[config.mk]
export PLATFORM = sky130hd
export DESIGN_NAME = ahb_gpio_pattern_gen_flat
export DESIGN_NICKNAME = d
export VERILOG_FILES = /design/src/rtl/ahb_gpio_pattern_pkg.sv /design/src/rtl/ahb_gpio_pattern_gen_if.sv /design/src/rtl/gpio_pat_fifo.sv /design/src/rtl/ahb_gpio_pattern_gen.sv /design/src/flat_wrapper.sv
export SDC_FILE = /design/constraint.sdc
export NUM_CORES = 1
export LEC_CHECK = 0
export BUFFER_PORTS_ARGS = -buffer_cell sky130_fd_sc_hd__buf_4
export CORE_UTILIZATION = 60
export DETAILED_ROUTE_END_ITERATION = 10
export PLACE_DENSITY = 0.84
export SYNTH_ARGS = -nofsm -noshare
export SYNTH_HDL_FRONTEND = slang
export SYNTH_SLANG_ARGS = --single-unit
[constraint.sdc]
create_clock -name HCLK -period 8.3 [get_ports HCLK]
set_input_delay 1.66 -clock HCLK [delete_from_list [all_inputs] [get_ports HCLK]]
set_output_delay 1.66 -clock HCLK [all_outputs]
set_load 0.05 [all_outputs]
[src/rtl/ahb_gpio_pattern_pkg.sv]
// Register map and bit positions shared by the AHB GPIO pattern generator.
package ahb_gpio_pattern_pkg;
  localparam logic [2:0] REG_CTRL   = 3'd0;
  localparam logic [2:0] REG_PSC    = 3'd1;
  localparam logic [2:0] REG_DATA   = 3'd2;
  localparam logic [2:0] REG_OEB    = 3'd3;
  localparam logic [2:0] REG_STATUS = 3'd4;

  localparam int CTRL_EN    = 0;
  localparam int CTRL_IE    = 1;
  localparam int CTRL_FLUSH = 2;
  localparam int STAT_EMPTY = 8;
  localparam int STAT_FULL  = 9;
  localparam int STAT_OVF   = 10;

  localparam logic [2:0] HSIZE_WORD = 3'b010;

  typedef struct packed {
    logic       sel;
    logic       write;
    logic [2:0] idx;
    logic       size_ok;
  } ahb_dp_t;
endpackage

[src/rtl/ahb_gpio_pattern_gen_if.sv]
// AHB-Lite slave-side signal bundle for the GPIO pattern generator.
interface ahb_gpio_pattern_gen_if;
  logic        HSEL;
  logic [31:0] HADDR;
  logic [31:0] HWDATA;
  logic        HREADY;
  logic        HWRITE;
  logic [1:0]  HTRANS;
  logic [2:0]  HSIZE;
  logic [31:0] HRDATA;
  logic        HREADYOUT;

  modport slave  (input  HSEL, HADDR, HWDATA, HREADY, HWRITE, HTRANS, HSIZE,
                  output HRDATA, HREADYOUT);
  modport master (output HSEL, HADDR, HWDATA, HREADY, HWRITE, HTRANS, HSIZE,
                  input  HRDATA, HREADYOUT);
endinterface

[src/rtl/gpio_pat_fifo.sv]
// Synchronous pattern FIFO with read-first head and an extra level bit for full detection.
module gpio_pat_fifo #(
  parameter  int DEPTH = 8,
  parameter  int W     = 16,
  localparam int PTR_W = $clog2(DEPTH),
  localparam int LVL_W = PTR_W + 1
) (
  input  logic             clk,
  input  logic             rst_n,
  input  logic             push,
  input  logic             pop,
  input  logic             flush,
  input  logic [W-1:0]     din,
  output logic [W-1:0]     dout,
  output logic [LVL_W-1:0] level,
  output logic             full,
  output logic             empty
);
  logic [W-1:0]     mem_q [DEPTH];
  logic [PTR_W-1:0] rd_ptr_q, rd_ptr_d, wr_ptr_q, wr_ptr_d;
  logic [LVL_W-1:0] level_q, level_d;
  logic             do_pop, do_push;

  assign empty = (level_q == '0);
  assign full  = (level_q == LVL_W'(DEPTH));
  assign level = level_q;
  assign dout  = mem_q[rd_ptr_q];

  // A push into a full FIFO is only taken when the head leaves in the same cycle.
  always_comb begin
    do_pop   = pop & ~empty & ~flush;
    do_push  = push & ~flush & (~full | do_pop);
    rd_ptr_d = rd_ptr_q;
    wr_ptr_d = wr_ptr_q;
    level_d  = level_q;
    if (flush) begin
      rd_ptr_d = '0;
      wr_ptr_d = '0;
      level_d  = '0;
    end else begin
      if (do_pop)  rd_ptr_d = rd_ptr_q + 1'b1;
      if (do_push) wr_ptr_d = wr_ptr_q + 1'b1;
      level_d = level_q + LVL_W'(do_push) - LVL_W'(do_pop);
    end
  end

  always_ff @(posedge clk or negedge rst_n) begin
    if (!rst_n) begin
      rd_ptr_q <= '0;
      wr_ptr_q <= '0;
      level_q  <= '0;
    end else begin
      rd_ptr_q <= rd_ptr_d;
      wr_ptr_q <= wr_ptr_d;
      level_q  <= level_d;
    end
  end

  always_ff @(posedge clk) begin
    if (do_push) mem_q[wr_ptr_q] <= din;
  end
endmodule

[src/rtl/ahb_gpio_pattern_gen.sv]
// AHB-Lite slave that streams CPU-pushed 16-bit patterns onto GPIO at a prescaled rate.
module ahb_gpio_pattern_gen
  import ahb_gpio_pattern_pkg::*;
#(
  parameter int DEPTH = 8,
  parameter int PSC_W = 16
) (
  input  logic                  HCLK,
  input  logic                  HRESETn,
  ahb_gpio_pattern_gen_if.slave bus,
  output logic [15:0]           gpio_out,
  output logic [15:0]           gpio_oeb,
  output logic                  irq
);
  localparam int LVL_W = $clog2(DEPTH) + 1;

  ahb_dp_t          dp_q, dp_d;
  logic             en_q, en_d, ie_q, ie_d, ovf_q, ovf_d;
  logic [PSC_W-1:0] psc_q, psc_d, cnt_q, cnt_d;
  logic [15:0]      oeb_q, oeb_d, gpio_q, gpio_d;
  logic [31:0]      rdata;
  logic             wr_en, flush, active, tick, push, ovf_set;
  logic [15:0]      fifo_dout;
  logic [LVL_W-1:0] fifo_level;
  logic             fifo_full, fifo_empty;
  logic             unused_bus;

  assign unused_bus = ^{bus.HADDR[31:5], bus.HADDR[1:0], bus.HWDATA};

  gpio_pat_fifo #(.DEPTH(DEPTH), .W(16)) u_fifo (
    .clk   (HCLK),
    .rst_n (HRESETn),
    .push  (push),
    .pop   (tick),
    .flush (flush),
    .din   (bus.HWDATA[15:0]),
    .dout  (fifo_dout),
    .level (fifo_level),
    .full  (fifo_full),
    .empty (fifo_empty)
  );

  // Writes land at the end of the data phase, so decode uses the registered address phase.
  always_comb begin
    dp_d = dp_q;
    if (bus.HREADY) begin
      dp_d.sel     = bus.HSEL & bus.HTRANS[1];
      dp_d.write   = bus.HWRITE;
      dp_d.idx     = bus.HADDR[4:2];
      dp_d.size_ok = (bus.HSIZE == HSIZE_WORD);
    end
    wr_en   = dp_q.sel & dp_q.write & dp_q.size_ok;
    flush   = wr_en & (dp_q.idx == REG_CTRL) & bus.HWDATA[CTRL_FLUSH];
    push    = wr_en & (dp_q.idx == REG_DATA);
    active  = en_q & ~fifo_empty;
    tick    = active & (cnt_q == psc_q) & ~flush;
    ovf_set = push & fifo_full & ~tick;

    en_d   = en_q;
    ie_d   = ie_q;
    psc_d  = psc_q;
    oeb_d  = oeb_q;
    ovf_d  = ovf_q;
    cnt_d  = (active & ~tick & ~flush) ? cnt_q + 1'b1 : '0;
    gpio_d = tick ? fifo_dout : gpio_q;
    if (wr_en) begin
      case (dp_q.idx)
        REG_CTRL:   begin en_d = bus.HWDATA[CTRL_EN]; ie_d = bus.HWDATA[CTRL_IE]; end
        REG_PSC:    psc_d = bus.HWDATA[PSC_W-1:0];
        REG_OEB:    oeb_d = bus.HWDATA[15:0];
        REG_STATUS: if (bus.HWDATA[STAT_OVF]) ovf_d = 1'b0;
        default:    ;
      endcase
    end
    if (ovf_set) ovf_d = 1'b1;
  end

  always_ff @(posedge HCLK or negedge HRESETn) begin
    if (!HRESETn) begin
      dp_q   <= '0;
      en_q   <= 1'b0;
      ie_q   <= 1'b0;
      ovf_q  <= 1'b0;
      psc_q  <= '0;
      cnt_q  <= '0;
      oeb_q  <= 16'hFFFF;
      gpio_q <= '0;
    end else begin
      dp_q   <= dp_d;
      en_q   <= en_d;
      ie_q   <= ie_d;
      ovf_q  <= ovf_d;
      psc_q  <= psc_d;
      cnt_q  <= cnt_d;
      oeb_q  <= oeb_d;
      gpio_q <= gpio_d;
    end
  end

  always_comb begin
    rdata = '0;
    if (dp_q.sel && !dp_q.write) begin
      case (dp_q.idx)
        REG_CTRL:   rdata[1:0] = {ie_q, en_q};
        REG_PSC:    rdata[PSC_W-1:0] = psc_q;
        REG_OEB:    rdata[15:0] = oeb_q;
        REG_STATUS: begin
          rdata[LVL_W-1:0]  = fifo_level;
          rdata[STAT_EMPTY] = fifo_empty;
          rdata[STAT_FULL]  = fifo_full;
          rdata[STAT_OVF]   = ovf_q;
        end
        default:    ;
      endcase
    end
  end

  assign bus.HRDATA    = rdata;
  assign bus.HREADYOUT = 1'b1;
  assign gpio_out      = gpio_q;
  assign gpio_oeb      = oeb_q;
  assign irq           = fifo_empty & ie_q;
endmodule

[src/flat_wrapper.sv]
// flat-port wrapper written by rule: the top's interface ports become plain ports
module ahb_gpio_pattern_gen_flat import ahb_gpio_pattern_pkg::*;
#(
  parameter int DEPTH = 8,
  parameter int PSC_W = 16
)
  (HCLK, HRESETn, gpio_out, gpio_oeb, irq, bus_HSEL, bus_HADDR, bus_HWDATA, bus_HREADY, bus_HWRITE, bus_HTRANS, bus_HSIZE, bus_HRDATA, bus_HREADYOUT);
  ahb_gpio_pattern_gen_if bus_i ();
  input  logic HCLK;
  input  logic HRESETn;
  output logic [15:0] gpio_out;
  output logic [15:0] gpio_oeb;
  output logic irq;
  input wire logic [$bits(bus_i.HSEL)-1:0] bus_HSEL;
  input wire logic [$bits(bus_i.HADDR)-1:0] bus_HADDR;
  input wire logic [$bits(bus_i.HWDATA)-1:0] bus_HWDATA;
  input wire logic [$bits(bus_i.HREADY)-1:0] bus_HREADY;
  input wire logic [$bits(bus_i.HWRITE)-1:0] bus_HWRITE;
  input wire logic [$bits(bus_i.HTRANS)-1:0] bus_HTRANS;
  input wire logic [$bits(bus_i.HSIZE)-1:0] bus_HSIZE;
  output wire logic [$bits(bus_i.HRDATA)-1:0] bus_HRDATA;
  output wire logic [$bits(bus_i.HREADYOUT)-1:0] bus_HREADYOUT;
  assign bus_i.HSEL = bus_HSEL;
  assign bus_i.HADDR = bus_HADDR;
  assign bus_i.HWDATA = bus_HWDATA;
  assign bus_i.HREADY = bus_HREADY;
  assign bus_i.HWRITE = bus_HWRITE;
  assign bus_i.HTRANS = bus_HTRANS;
  assign bus_i.HSIZE = bus_HSIZE;
  assign bus_HRDATA = bus_i.HRDATA;
  assign bus_HREADYOUT = bus_i.HREADYOUT;
  ahb_gpio_pattern_gen #(.DEPTH(DEPTH), .PSC_W(PSC_W)) u_core (.HCLK(HCLK), .HRESETn(HRESETn), .bus(bus_i), .gpio_out(gpio_out), .gpio_oeb(gpio_oeb), .irq(irq));
endmodule
# After elaboration in Yosys (flattened, before gate mapping)
# Memories as Yosys holds them, arrays and structs flattened. A register that Yosys moved wholly into a read port is not among the register bits.
# Cells that the tools add are included.
# op_classes
addsub,5
eq_ne,7
mux,18
bitwise,23
reduce_logical,14
# op_table
op,count
$mux 16,2
$and 1x1->1,18
$add 16x1->16 const B,1
$eq 16x16->1,1
$mux 3,4
$pmux 5 s2,1
$reduce_bool 2->1,5
$eq 3x2->1 const B,3
$pmux 3 s3,1
$pmux 2 s4,1
$pmux 4 s2,1
$add 3x1->3 const B,2
$mux 1,6
$pmux 2 s3,1
$reduce_and 2->1,3
$add 4x1->4,1
$eq 4x4->1 const B,1
$logic_not 4->1,1
$mux 4,1
$not 1->1,4
$sub 4x1->4,1
$eq 3x1->1 const B,1
$eq 3x3->1 const B,1
$logic_not 3->1,1
other kinds (4),5
# totals
reg_bits,67
mem_bits_rw,128
input_bits,74
out_inout_bits,66
wordCells,81
memories,1
# memory_table
name,depth,word_bits,rd,rd_clocked_by_memory_dff,write_ports,line_no,rtl
u_core.u_fifo.mem_q,8,16,1,1,1,gpio_pat_fifo.sv:19,logic [W-1:0] mem_q [DEPTH];

# Depth between registers and ports, before layout
# depth
ltp_word,13
depth_mapped,15
depth_no_buf,15

# Hierarchy
# Synthesis repeated with hierarchy kept, for this count alone.
# hier_totals
hier_cells,587
area_unflattened_um2,9344.0
# modules_own_cells
mod,instances,cells_per_inst,area_per_inst_um2,seq_area_each_um2
gpio_pat_fifo,1,274,5670.4,4093.9
ahb_gpio_pattern_gen,1,313,3673.5,1846.8

# Least setup slack after synthesis
# OpenSTA, ideal clock, no wires.
# synth_path
kind,in2reg
from,input bus_HWDATA[2]
to,"memory u_core.u_fifo.mem_q[0][0], enable pin"
setup_time_ps,430
arrival_time_ps,3762
t_required_ps,7870
slack_ps,4107
cell_stages,5
path_buffers,0
path_cell_list,nand3_2 > a31oi_4 > nor2b_4 > inv_4 > nor4_1
# synth_via
elab_chain_cells,9
elab_cells_between_ends,10
cone_classes,2 x mux; 8 x bitwise
# synth_lines
element,line_no,rtl
start: declaration,flat_wrapper.sv:16,input wire logic [$bits(bus_i.HWDATA)-1:0] bus_HWDATA;
$and 1x1->1 (*),ahb_gpio_pattern_gen.sv:53,flush = wr_en & (dp_q.idx == REG_CTRL) & bus.HWDATA[CTRL_FLUSH];
$not 1->1 (*),"gpio_pat_fifo.sv:31, gpio_pat_fifo.sv:32, ahb_gpio_pattern_gen.sv:56",
$and 1x1->1,ahb_gpio_pattern_gen.sv:56,tick = active & (cnt_q == psc_q) & ~flush;
$and 1x1->1 (2 in a row),gpio_pat_fifo.sv:31,do_pop = pop & ~empty & ~flush;
$or 1x1->1,gpio_pat_fifo.sv:32,do_push = push & ~flush & (~full | do_pop);
$and 1x1->1 (*),gpio_pat_fifo.sv:32,
$mux 1 (*),gpio_pat_fifo.sv:60,if (do_push) mem_q[wr_ptr_q] <= din;
$mux 1 (not written as such) (*),gpio_pat_fifo.sv:60,
end: declaration,gpio_pat_fifo.sv:19,
# Mark *: on every way between the ends. The rest lies on a longest branch, timed or not.

# Worst setup path after layout
# layout_path
from,register u_core.dp_q[1] (netlist bit)
to,output bus_HRDATA[7]
# layout_via
elab_chain_cells,3
elab_cells_between_ends,4
cone_classes,2 x eq/ne; 2 x mux
# layout_lines
element,line_no,rtl
start: declaration,ahb_gpio_pattern_gen.sv:17,"ahb_dp_t dp_q, dp_d;"
start signal: assignment,ahb_gpio_pattern_gen.sv:89,dp_q <= dp_d;
$eq 3x2->1 / $eq 3x1->1 (equally long branches),ahb_gpio_pattern_gen.sv:103,case (dp_q.idx)
$pmux 4 s2 (*),ahb_gpio_pattern_gen.sv:103,
$mux 16 (*),ahb_gpio_pattern_gen.sv:102,if (dp_q.sel && !dp_q.write) begin
end: declaration,flat_wrapper.sv:21,output wire logic [$bits(bus_i.HRDATA)-1:0] bus_HRDATA;
# Marked as above.

==> impl_metrics.py <==
metrics = {
    "run_status": {
        "outcome": "finished with violations",
        "violations": "DRC",
    },
    "clocking": {
        "hold_buffers": 0,
        "clkTransAtPathRegs_ns": 0.06,
        "clk_path_buf_depth": 3,
        "clock-root-buffer": "clkbuf_16",
        "numCtsBuffers": 22,
        "clkSinkCount": 211,
        "post-cts-setup-buffer-count": 0,
        "cts_max_level": 1,
        "cts-resized-gates": 0,
        "clock_latency_ns": 0.50,
        "cts_tree": "built",
    },
    "timing": {
        "max_slew_margin": 0.322,
        "finalCritPeriodShare": 0.502,
        "worst_pin_slew_ns": 1.02,
        "setup_viol": 0,
        "setup_tns_ns": 0,
        "finClkSkew_ns": 0.0165,
        "fin_crit_ns": 4.17,
        "fmax_mhz": 240,
        "hold_ws_ns": 0.505,
        "drv_slew": 0,
        "hold_viol_final": 0,
        "rsz0062_at_grt": "false",
    },
    "worst_setup_path": {
        "r2r_setup_slack_ns": 5.01,
        "crit_path_top_delay_cell": "nor2b_1",
        "r2r-start": "u_core.dp_q[2]",
        "crit_start": "u_core.dp_q[1]",
        "cp.required_ns": 6.64,
        "r2r_end": "u_core.u_fifo.level[3]",
        "worstSetupEndpointType": "output port",
        "worst_ep_arrival_time_ns": 2.51,
        "reg2reg_depth": 12,
        "max_stage_delay_ns": 0.64,
        "crit_end": "bus_HRDATA[7]",
        "critPathLaunchType": "flip-flop",
        "criticalPathCategory": "reg -> out",
        "path_max_fanout": 11,
        "path_cells": "nor2b_1 > nand2_1 > nor2_1 > buf_4",
    },
    "grt": {
        "grt_usage": 0.249,
        "grt_pass1_vias": 5385,
        "grt-ovfl-total": 0,
        "grt_pass1_wl_um": 29600,
        "antenna_found_initial": 0,
        "grt_max_degree": 70,
    },
    "logic_synthesis": {
        "synthArstFlopShare": 0.393,
        "synth.top_cells.by_area": "edfxtp_1 42%, dfrtp_1 18%, mux4_2 7.9%, mux2_2 7.6%, dfstp_2 4.6%",
        "syn_inst": 568,
        "yosys_warnings": 0,
        "syn_area_per_cell_um2": 16.1,
        "synthFlopType": "edfxtp_1",
        "syn_area_mm2": 0.00913,
        "ys_types": 52,
        "yosysSeqAreaShare": 0.651,
        "synth_edf_count": 128,
        "synth-seq-cells": 211,
        "netlist.area_leader.share": 0.421,
        "yosysTopAreaCell": "edfxtp_1",
    },
    "placement": {
        "io_buffers": 76,
        "hpwl_um": 11800,
        "gp_congestion": 0.880,
    },
    "finish": {
        "finalNetCount": 741,
        "final_util": 0.729,
        "area_growth_pct": 17.3,
        "antenna_cells": 0,
        "layout-drive-gt1-share": 0.385,
    },
    "power": {
        "switching_power_mw": 0.981,
        "p_seq_frac": 0.401,
        "power_frac_comb": 0.275,
        "finalPower_mw": 3.28,
        "leakagePower_nw": 4.16,
        "power_frac_clock": 0.324,
        "internal_power_mw": 2.30,
        "power_density_mw_per_mm2": 306,
        "switching_share": 0.299,
        "ir_worst_vdd_uv": 211,
    },
    "route": {
        "dr.pass1.iters": 11,
        "dr.first_iter.drc_count": 330,
        "routed_wl_um": 18600,
        "detail_route.wl_per_cell_um": 21.7,
        "viasPerCell": 5.96,
        "ant_nets": 0,
        "drc_errors": 4,
        "num_vias": 5104,
    },
    "hold_path": {
        "holdCritPathClass": "reg -> reg",
    },
    "floorplan": {
        "core_area_mm2": 0.0147,
        "ios": 140,
        "rows": 44,
        "fp.dieArea_mm2": 0.0157,
        "fp.dieH_um": 125,
        "die_w_um": 125,
        "start_util": 0.621,
    },
    "flow_run": {
        "maxCapViolCount": 0,
    },
}
flip-flops by register name, summed over array words and instances (netlist names):
register,cells
u_core.psc_q,16
u_core.u_fifo.level,4
u_core.cnt_q,16
u_core.u_fifo.rd_ptr_q,3
u_core.en_q,1
u_core.dp_q,6
u_core.ovf_q,1
u_core.gpio_oeb,16
u_core.u_fifo.wr_ptr_q,3
u_core.gpio_out,16
u_core.ie_q,1
u_core.u_fifo.mem_q,128
area by class of cell:
type                       instances  area, µm²
inverter                          11       43.8
fill                             885       3990
clock inverter                     9        146
multi-input combinational        323       3030
clock buffer                      31        656
tap                              184        230
sequential                       211       5940
timing repair buffer              88        661
placed cells by master, fill, tap and decap left out, types with 12 or more instances in the layout:
master     instances
dfstp_2           16
xor2_1            15
mux2i_1           12
xnor2_1           18
dfrtp_1           66
nand2_1           20
nor2_1            53
mux2_2            62
edfxtp_1         128
buf_4             88
conb_1            17
clkbuf_16         23
mux4_2            32
how the worst min path moves through the flow:
stage / startpoint / to / slack (ns) / depth (start not counted)
after detailed placement: u_core.gpio_out[8] / u_core.gpio_out[8] / 0.49 / 1
final: u_core.gpio_out[9] / u_core.gpio_out[9] / 0.51 / 1
after global placement: u_core.ovf_q / u_core.ovf_q / 0.49 / 1
after floorplan: u_core.ovf_q / u_core.ovf_q / 0.47 / 1
after CTS: u_core.gpio_out[8] / u_core.gpio_out[8] / 0.51 / 1
after global routing: u_core.gpio_out[11] / u_core.gpio_out[11] / 0.52 / 1
cell usage after synthesis (all sizes together), types with 3 or more instances:
| library cell | n |
|---|---|
| edfxtp | 128 |
| nand2 | 20 |
| and3 | 7 |
| clkbuf | 10 |
| dfrtp | 67 |
| mux2i | 12 |
| o21ai | 3 |
| inv | 11 |
| nor3 | 3 |
| a22oi | 3 |
| nand4 | 7 |
| mux4 | 32 |
| nor2b | 4 |
| mux2 | 70 |
| xnor2 | 18 |
| nor2 | 54 |
| a21oi | 9 |
| xor2 | 15 |
| nor4b | 4 |
| ha | 9 |
| a31oi | 3 |
| dfstp | 16 |
| nor4 | 3 |
| nand3 | 12 |
| buf | 28 |
kinds of logic after synthesis:
family,Yosys count,share of synthesized area
mux,114,0.182
simple gates,124,0.0725
xor+xnor,33,0.0316
flops,211,0.651
compound gates,25,0.0188
buf+inv,49,0.0296
fa+ha+maj,10,0.0145
other cells,2,0.000822
through the flow:
stage	cell area, µm²	setup WS [ns]	std cells
final	10700	4.13	857
after CTS	10700	4.12	857
after detailed placement	9910	4.37	817
after global routing	10700	3.90	857
after global placement	9910	4.46	817
after floorplan	9190	4.11	583
power by group through the flow:
stage | combinational (mW) | clock, mW | sequential, mW
after floorplan | 0.585 | 0 | 1.43
after global placement | 0.876 | 0 | 1.33
after detailed placement | 0.899 | 0 | 1.34
after CTS | 0.910 | 1.07 | 1.32
after global routing | 0.966 | 1.11 | 1.33
final | 0.903 | 1.06 | 1.31
metal layers:
layer  vias up  share of wire  track usage
met3        35          0.049       0.0364
met4         0          0.023       0.0782
li1       2267              -            -
met5         -              0            0
met2       188           0.51        0.424
met1      2614           0.42        0.336
worst max-delay path: cells and delay by family, from the launching register on:
kind / cells / cell delay, ns
DFF: 1 / 0.49
buffers and inverters: 1 / 0.22
and+or+nand+nor: 3 / 1.30
(Power assumes the default switching activity.)
